--- src/rtl/pipe_stage_elastic.sv ---
// Handshaked pipeline stage register carrying an opaque payload, with flush,
// optional two-entry skid buffering and a saturating stall-cycle counter.
module pipe_stage_elastic #(
  parameter int unsigned       DATA_W    = 32,
  parameter int unsigned       SKID      = 1,
  parameter logic [DATA_W-1:0] RESET_VAL = '0,
  parameter int unsigned       CNT_W     = 16
) (
  input  logic              clk,
  input  logic              rst,
  input  logic              flush,
  input  logic              in_valid,
  output logic              in_ready,
  input  logic [DATA_W-1:0] in_data,
  output logic              out_valid,
  input  logic              out_ready,
  output logic [DATA_W-1:0] out_data,
  output logic [1:0]        occupancy,
  output logic [CNT_W-1:0]  stall_cnt,
  input  logic              stall_cnt_clr
);

  localparam logic [CNT_W-1:0] CNT_MAX = '1;
  localparam logic [CNT_W-1:0] CNT_ONE = CNT_W'(1);

  logic              main_valid_reg, main_valid_next;
  logic [DATA_W-1:0] main_data_reg, main_data_next;
  logic              skid_valid_reg, skid_valid_next;
  logic [DATA_W-1:0] skid_data_reg, skid_data_next;
  logic [CNT_W-1:0]  stall_cnt_reg, stall_cnt_next;
  logic              accept;
  logic              emit;

  assign accept = in_valid & in_ready;
  assign emit   = main_valid_reg & out_ready;

  generate
    if (SKID != 0) begin : g_skid
      // in_ready depends only on state, which breaks the out_ready -> in_ready path.
      assign in_ready = ~skid_valid_reg;

      always_comb begin
        main_valid_next = main_valid_reg;
        main_data_next  = main_data_reg;
        skid_valid_next = skid_valid_reg;
        skid_data_next  = skid_data_reg;
        if (flush) begin
          main_valid_next = 1'b0;
          skid_valid_next = 1'b0;
        end else if (!main_valid_reg || emit) begin
          if (skid_valid_reg) begin
            // Older skid entry moves up first to keep FIFO order.
            main_valid_next = 1'b1;
            main_data_next  = skid_data_reg;
            skid_valid_next = accept;
            if (accept) begin
              skid_data_next = in_data;
            end
          end else begin
            main_valid_next = accept;
            if (accept) begin
              main_data_next = in_data;
            end
          end
        end else if (accept) begin
          skid_valid_next = 1'b1;
          skid_data_next  = in_data;
        end
      end
    end else begin : g_single
      assign in_ready = ~main_valid_reg | out_ready;

      always_comb begin
        main_valid_next = main_valid_reg;
        main_data_next  = main_data_reg;
        skid_valid_next = 1'b0;
        skid_data_next  = skid_data_reg;
        if (flush) begin
          main_valid_next = 1'b0;
        end else if (accept) begin
          main_valid_next = 1'b1;
          main_data_next  = in_data;
        end else if (emit) begin
          main_valid_next = 1'b0;
        end
      end
    end
  endgenerate

  always_comb begin
    stall_cnt_next = stall_cnt_reg;
    if (stall_cnt_clr) begin
      stall_cnt_next = '0;
    end else if (main_valid_reg && !out_ready && !flush && stall_cnt_reg != CNT_MAX) begin
      stall_cnt_next = stall_cnt_reg + CNT_ONE;
    end
  end

  always_ff @(posedge clk or posedge rst) begin
    if (rst) begin
      main_valid_reg <= 1'b0;
      main_data_reg  <= RESET_VAL;
      skid_valid_reg <= 1'b0;
      skid_data_reg  <= RESET_VAL;
      stall_cnt_reg  <= '0;
    end else begin
      main_valid_reg <= main_valid_next;
      main_data_reg  <= main_data_next;
      skid_valid_reg <= skid_valid_next;
      skid_data_reg  <= skid_data_next;
      stall_cnt_reg  <= stall_cnt_next;
    end
  end

  assign out_valid = main_valid_reg;
  assign out_data  = main_data_reg;
  assign occupancy = {1'b0, main_valid_reg} + {1'b0, skid_valid_reg};
  assign stall_cnt = stall_cnt_reg;

endmodule

--- config.mk ---
export PLATFORM = sky130hd
export DESIGN_NAME = pipe_stage_elastic
export DESIGN_NICKNAME = d
export VERILOG_FILES = /design/src/rtl/pipe_stage_elastic.sv
export SDC_FILE = /design/constraint.sdc
export NUM_CORES = 1
export LEC_CHECK = 0
export ABC_AREA = 1
export CORE_ASPECT_RATIO = 0.9
export CORE_MARGIN = 1.5
export CORE_UTILIZATION = 50
export CTS_BUF_LIST = sky130_fd_sc_hd__clkbuf_8
export CTS_CLUSTER_DIAMETER = 100
export DETAILED_ROUTE_END_ITERATION = 8
export PLACE_DENSITY = 0.8
export SYNTH_ARGS = -nofsm -noshare
export SYNTH_HDL_FRONTEND = slang
export SYNTH_SLANG_ARGS = --single-unit
--- constraint.sdc ---
create_clock -name clk -period 3.8 [get_ports clk]
set_clock_uncertainty 0.2 [all_clocks]
set_input_delay 0.57 -clock clk [delete_from_list [all_inputs] [get_ports clk]]
set_output_delay 0.57 -clock clk [all_outputs]
set_load 0.05 [all_outputs]
Word-level counts from Yosys, hierarchy flattened
Cells that the tools add are included.

Register bits after elaboration: 82. Output and inout bits: 52.

$add $sub $neg: 2. Eq/ne operators: 2. Muxes and demuxes: 14. Bitwise operators: 4. Reduce and logical (&&, ||, !) cells: 13.

Operators by type and width (count): 32-bit two-way mux (5); 16-bit two-way mux (2); 16-bit by 1-bit adder with 16-bit output (second input constant) (1); 16-bit inequality test (second input constant) (1); 1-bit two-way mux (7); 2-bit nonzero test (3); 1-bit logical AND (3); 1-bit logical NOT (3); 3-bit AND reduction (1); 3-bit nonzero test (1); 1-bit by 1-bit adder with 2-bit output (1); 1-bit AND (2); 2-bit inequality test (second input constant) (1); 1-bit inverter (2); 2-bit AND reduction (1); 1-bit logical OR (1).

Longest topological paths before layout
Gate-level depths: netlist (run 1).

Word-level depth: 6. Mapped depth: 10.

Worst setup path after synthesis (run 1)
Ideal clock, no wire load.

Kind: register to register. From: register stall_cnt_reg[1] (netlist: stall_cnt[1]). To: register stall_cnt_reg[7] (netlist: stall_cnt[7]). Data arrival time: 1.724 ns. Data required time: 3.480 ns. Slack: 1.756 ns. Stages on the path, launching flop included: 10. Buffers on the path: 1. Period minus slack after synthesis: 2.044 ns. Cells stage by stage: dfrtp_1 -> ha_1 -> nand2_2 -> nor2_4 -> nand2_2 -> nor2_4 -> nor2_1 -> buf_2 -> nand3_1 -> nand2_1.

Longest elaborated chain between the ends: 3. Elaborated cells on any way between the ends: 6. Classes of those cells: add/sub: 1; eq/ne: 1; mux: 2; reduce/logical: 2.

RTL lines: start, declared (line 30) `logic [CNT_W-1:0] stall_cnt_reg, stall_cnt_next;`; start signal, assigned (line 111) `stall_cnt_reg <= stall_cnt_next;`; 16-bit by 1-bit adder with 16-bit output or 16-bit inequality test (tied branches) (line 95, 94); 16-bit two-way mux or 1-bit logical AND (tied branches) (line 94) `end else if (main_valid_reg && !out_ready && !flush && stall_cnt_reg != CNT_MAX) begin`; 16-bit two-way mux or 2-bit nonzero test (tied branches).

Parallel ways exist; a longest one is shown, timed or not. The select of a mux whose other input is x is not followed. A chain may end at the register's enable or synchronous reset.

Worst setup path after layout (run 1)
From: register skid_valid_reg. To: output port occupancy[0].

Longest elaborated chain between the ends: 1.

RTL lines: start, declared (line 28) `logic skid_valid_reg, skid_valid_next;`; start signal, assigned (line 109) `skid_valid_reg <= skid_valid_next;`; 1-bit by 1-bit adder with 2-bit output (line 117) `assign occupancy = {1'b0, main_valid_reg} + {1'b0, skid_valid_reg};`; end, declared (line 18) `output logic [1:0] occupancy,`.

No other way between the ends.

==> flow_metrics.py, run 1 <==
metrics = {
    "status": {
        "outcome": "completed",
    },
    "sta": {
        "post-route-period-util": 0.6876,
        "fmax_ghz": 0.3827,
        "slew_viol_final": 0,
        "finalHoldViolCount": 0,
        "finalSetupViolCount": 0,
        "min_period_ps": 2613,
        "finalWorstSetupSlack_ps": 1187,
        "whs_ps": 283.9,
        "max_slew_margin": 0.4223,
        "fin_tns_setup_ps": 0,
        "rsz0062_at_grt": "false",
        "worst_pin_slew_ps": 865.3,
    },
    "worst_setup_path": {
        "cp.required_ps": 3030,
        "cpMaxStageDelayCell": "clkdlybuf4s50_1",
        "crit_family": "buffers and inverters",
        "critical_path.max_stage_delay_ps": 790,
        "cp_cell_sequence": "ha_1, clkdlybuf4s50_1",
        "critPathArrivalTime_ps": 1840,
        "crit_path_end_kind": "output port",
        "path_depth": 2,
        "reg2reg_depth": 6,
        "critPathLaunchType": "register",
        "path_max_fanout": 3,
        "worstSetupPathType": "reg -> out",
        "path_buf_inv": 1,
    },
    "yosys": {
        "synth-edff-count": 0,
        "synthFlopType": "dfrtp_1",
        "syn-cell-area_sq_um": 3764,
        "synthXorXnorAreaFrac": 0.009309,
        "ys_ff_latch": 82,
        "yosysMostFrequentCell": "nand2_1",
        "synth_compound_area_frac": 0.1413,
        "async_flop_share": 1.000,
        "syn_area_per_cell_sq_um": 8.008,
        "synth_top_area_share": 0.5452,
        "synth_cells": 470,
        "seq_area_frac_synth": 0.5452,
        "synth_top_family_by_area": "simple AND/OR/NAND/NOR gates",
        "yosysTopAreaCell": "dfrtp_1",
        "yosys.area_share.adder": 0.006649,
        "yosys-mux-area-fraction": 0,
        "ys_types": 22,
        "yosys_warnings": 0,
        "synth_commonest_cells": "nand2_1, o21ai_0, dfrtp_1",
        "yosys-top-cells-area": "dfrtp_1, nand2_1, o21ai_0",
        "syn_nets": 510,
        "synthSimpleGateAreaFrac": 0.2237,
    },
    "clock_network": {
        "post_cts_buffers": 0,
        "cts_sinks": 82,
        "cts-hold-fix-buffers": 0,
        "cts_made_buffers": 9,
        "clk_latency_ps": 360,
        "cts.path.max_buffers": 2,
        "clk_pin_slew_ps": 80,
        "h-tree-depth": 3,
        "cts_resized": 0,
        "cts_tree": "yes",
        "clockRootBuffer": "clkbuf_8",
    },
    "drt": {
        "firstDrtPassIters": 4,
        "postRouteAntennaNets": 0,
        "drt_iter0_drc": 156,
        "drc": 0,
        "routed_wl_mm": 8.225,
        "dr_total_vias": 3278,
        "via_per_inst": 5.051,
        "routedWlPerCell_um": 12.67,
    },
    "global_routing": {
        "gr-total-overflow": 0,
        "grt_pass1_wl_mm": 13.81,
        "grt_max_degree": 83,
        "grtUsageTotal": 0.2228,
        "grt_pass1_vias": 3088,
        "antenna_found_initial": 0,
    },
    "cells_and_area": {
        "stdcell_count": 649,
        "fill_cells": 575,
        "layout.nets": 591,
        "drive_gt1_frac": 0.05396,
        "regArea_sq_um": 2052,
        "antenna_cells": 0,
        "synthToLayoutAreaGrowth_pct": 30.72,
        "multi_input_area_sq_um": 1439,
    },
    "place": {
        "routabilityCongestion": 0.9093,
        "io_buffers": 89,
        "dp_hpwl_mm": 5.415,
        "dpl.cell_count": 633,
        "pre_cts_ws_ps": 1260,
    },
    "floorplanning": {
        "coreArea_sq_um": 7184,
        "io_pins": 90,
        "dieArea_sq_um": 8057,
        "die_y_um": 85.31,
        "fp.dieW_um": 94.45,
        "fp-row-count": 29,
        "start_util": 0.5239,
    },
    "worst_hold_path": {
        "whs_path_depth": 2,
        "hp-class": "reg -> reg",
    },
    "pwr": {
        "p_leak_nw": 2.360,
        "p_per_area_nw_per_um2": 459.8,
        "ir_drop_v": 0.0002917,
    },
    "flow_run": {
        "max_cap_violations": 0,
    },
}
## through the flow
stage,area [sq um],total power [W],utilization
global placement,4720,0.001628,0.6569
detailed placement,4720,0.001642,0.6569
CTS,4920,0.002290,0.6848
floorplan,3764,0.001435,-
finish,4920,0.002262,0.6848
global route,4920,0.002385,0.6848
## cell type report
cell class | count | area share
Clock inverter | 7 | 0.01551
Tap cell | 93 | 0.02365
Multi-Input combinational cell | 317 | 0.2925
Inverter | 49 | 0.03789
Sequential cell | 82 | 0.4171
Timing Repair Buffer | 92 | 0.1882
Clock buffer | 9 | 0.02518
## layout by cell type, fill, tap and decap left out, drive strengths merged, types with 2 or more instances in the layout
| cell | instances |
|---|---|
| a21oi | 5 |
| buf | 3 |
| clkbuf | 9 |
| clkdlybuf4s50 | 89 |
| clkinv | 5 |
| dfrtp | 82 |
| ha | 2 |
| inv | 49 |
| nand2 | 152 |
| nand3 | 19 |
| nand4 | 8 |
| nor2 | 27 |
| o21ai | 99 |
| xnor2 | 2 |
| xor2 | 2 |
## final timing paths
check                                   from                 to  slack [ps]
max                           skid_valid_reg       occupancy[0]        1190
min reg2reg                skid_data_reg[21]  skid_data_reg[21]         280
min                        skid_data_reg[21]  skid_data_reg[21]         280
min in group asynchronous                rst       stall_cnt[1]         410
max reg2reg                   skid_valid_reg   skid_data_reg[3]        1500
max in group asynchronous                rst       out_data[13]        2640
## where the power goes
| group | switching (W) | total (W) | internal [W] |
|---|---|---|---|
| Clock | 0.000330 | 0.000640 | 0.000310 |
| Sequential | 0.0000744 | 0.00108 | 0.00101 |
| Combinational | 0.000347 | 0.000541 | 0.000194 |
## tightest hold or removal path, stage by stage, from the launching register on
cell,delay (ps)
dfrtp_1,350
nand2_1,50
o21ai_0,50
## layer usage
| metal | vias up | GRT usage | wire (um) | share of wire |
|---|---|---|---|---|
| met5 | - | 0 | 0 | 0 |
| met4 | 0 | 0.08548 | 129 | 0.016 |
| met3 | 12 | 0.06183 | 400 | 0.049 |
| met2 | 87 | 0.3453 | 3860 | 0.47 |
| met1 | 1524 | 0.2981 | 3834 | 0.47 |
| li1 | 1655 | - | - | - |
## kinds of logic after synthesis
| family | Yosys count |
|---|---|
| adders and majority gates | 2 |
| AOI/OAI and AO/OA | 105 |
| DFF | 82 |
| and+or+nand+nor | 206 |
| buffers and inverters | 71 |
| xor gates and xnor gates | 4 |
No activity file was read; power rests on OpenSTA's default activity.
==> run 2, diff against run 1 <==
Clock period 3.8 ns to 2.45 ns, I/O delays scaled along.
==> flow_metrics.py, run 2 (same netlist as run 1, synthesis figures left out) <==
metrics = {
    "clock_network": {
        "clockRootBuffer": "clkbuf_8",
        "h-tree-depth": 3,
        "cts_sinks": 82,
        "post_cts_buffers": 0,
        "cts.path.max_buffers": 2,
        "clk_latency_ps": 350,
        "cts_made_buffers": 9,
        "clk_pin_slew_ps": 90,
        "cts_tree": "yes",
    },
    "drt": {
        "postRouteAntennaNets": 0,
        "drc": 0,
        "routed_wl_mm": 8.138,
        "routedWlPerCell_um": 12.44,
        "firstDrtPassIters": 4,
        "dr_total_vias": 3274,
        "drt_iter0_drc": 227,
        "via_per_inst": 5.006,
    },
    "pwr": {
        "p_per_area_nw_per_um2": 703.3,
        "ir_drop_v": 0.0003875,
        "p_int_w": 0.002361,
        "clkPwrFrac": 0.279,
        "switching_share": 0.3258,
        "p_comb_frac": 0.244,
        "p_leak_nw": 2.409,
        "p_switching_w": 0.001141,
        "p_seq_frac": 0.477,
    },
    "worst_setup_path": {
        "critPathArrivalTime_ps": 1700,
        "cp.required_ps": 1880,
        "critical_path.max_stage_delay_ps": 790,
        "worstSetupPathType": "reg -> out",
        "path_buf_inv": 1,
        "crit_family": "buffers and inverters",
        "cp_cell_sequence": "ha_1, clkdlybuf4s50_1",
        "critPathLaunchType": "register",
        "cpMaxStageDelayCell": "clkdlybuf4s50_1",
        "path_max_fanout": 3,
        "crit_path_end_kind": "output port",
    },
    "place": {
        "routabilityCongestion": 0.8600,
        "io_buffers": 89,
        "dp_hpwl_mm": 5.565,
        "dpl.cell_count": 638,
        "placed_cell_area_sq_um": 4782,
    },
    "cells_and_area": {
        "stdcell_count": 654,
        "drive_gt1_frac": 0.06417,
        "synthToLayoutAreaGrowth_pct": 32.31,
        "design_area_sq_um": 4980,
        "final_cell_mix": "nand2_1, o21ai_0, clkdlybuf4s50_1, dfrtp_1, inv_1",
        "layout.nets": 596,
        "final_common_cell": "nand2_1",
        "antenna_cells": 0,
    },
    "global_routing": {
        "grt_pass1_wl_mm": 13.73,
        "grt_max_degree": 83,
        "antenna_found_initial": 0,
        "gr-total-overflow": 0,
        "grtUsageTotal": 0.2166,
        "grt_pass1_vias": 3037,
    },
    "sta": {
        "fmax_ghz": 0.4417,
        "post-route-period-util": 0.9240,
        "max_slew_margin": 0.6394,
        "worst_pin_slew_ps": 540.9,
        "finalHoldViolCount": 0,
        "finalSetupViolCount": 0,
        "slew_viol_final": 0,
        "min_period_ps": 2264,
        "rsz0062_at_grt": "false",
        "fin_tns_setup_ps": 0,
    },
    "status": {
        "outcome": "completed",
    },
    "floorplanning": {
        "coreArea_sq_um": 7184,
        "die_y_um": 85.31,
        "fp-row-count": 29,
        "start_util": 0.5239,
        "io_pins": 90,
        "fp.dieW_um": 94.45,
        "dieArea_sq_um": 8057,
    },
    "flow_run": {
        "max_cap_violations": 0,
    },
    "worst_hold_path": {
        "hp-class": "in -> async",
    },
}
## run 2: changes by cell type in the layout (fill, tap and decap cells not counted)
cell	before	now
buf_12	1	3
buf_4	2	6
clkbuf_8	9	10
clkdlybuf4s50_1	89	87
clkinv_1	1	0
clkinv_4	0	1
dlymetal6s2s_1	0	1
inv_1	45	46
inv_2	1	2
inv_6	2	0
inv_8	1	0
## run 2: final timing paths
path	start	end	slack [ps]	cells after the start
worst max-delay path	skid_valid_reg	occupancy[1]	190	2
max in group asynchronous	rst	out_data[23]	1430	3
worst min-delay path	rst	stall_cnt[13]	280	3
min in group clk	skid_data_reg[21]	skid_data_reg[21]	290	2
worst min register to register	skid_data_reg[21]	skid_data_reg[21]	290	2
worst max register to register	stall_cnt[0]	stall_cnt[6]	510	9
## run 2: repair_timing
| action | in CTS | in global routing |
|---|---|---|
| hold buffers | 0 | 0 |
| setup endpoints to repair | 0 | 1 |
| resized for setup | 0 | 1 |
## run 2: per-stage QoR
stage / total power [W] / utilization / worst slack (ps) / hold WS [ps]
floorplan: 0.002226 / - / 406.0 / 247.9
global placement: 0.002530 / 0.6656 / 368.9 / 260.7
detailed placement: 0.002555 / 0.6656 / 279.4 / 268.9
CTS: 0.003527 / 0.6928 / 29.65 / 288.5
global route: 0.003679 / 0.6931 / 144.4 / 311.9
finish: 0.003502 / 0.6931 / 186.1 / 283.5
## run 2: area by class of cell
| cell class | instances | area [sq um] |
|---|---|---|
| repair buffers | 97 | 988.4 |
| multi-input cells | 317 | 1439 |
| well taps | 93 | 116.4 |
| flip-flops and latches | 82 | 2052 |
| fillers | 573 | 2205 |
| inverters | 49 | 188.9 |
| clock buffers | 10 | 137.6 |
| clock inverters | 6 | 57.56 |
## run 2: metal layers
metal,global-route usage,vias to the layer above,share of wire
met2,0.3571,85,0.48
met5,0,-,0
met4,0.06920,0,0.011
met1,0.2869,1515,0.45
li1,-,1666,-
met3,0.04480,8,0.051
## run 2: tightest hold or removal path, stage by stage
cell	delay, ps
clkdlybuf4s50_1	440
clkinvlp_4	100
buf_12	350
## run 2: power groups by stage
stage          logic [W]  registers (W)  clock network, W
6_report        0.000853        0.00167          0.000977
4_1_cts         0.000863        0.00167          0.000994
3_3_place_gp    0.000842        0.00169                 0
5_1_grt         0.000930        0.00170           0.00105
3_5_place_dp    0.000863        0.00169                 0
2_1_floorplan   0.000249        0.00198                 0
==> run 3, diff against run 2 <==
Settings changed: SKIP_LAST_GASP set to 1.
==> results of run 3 <==
Final layout, timing and power as in run 2 (identical DEF).
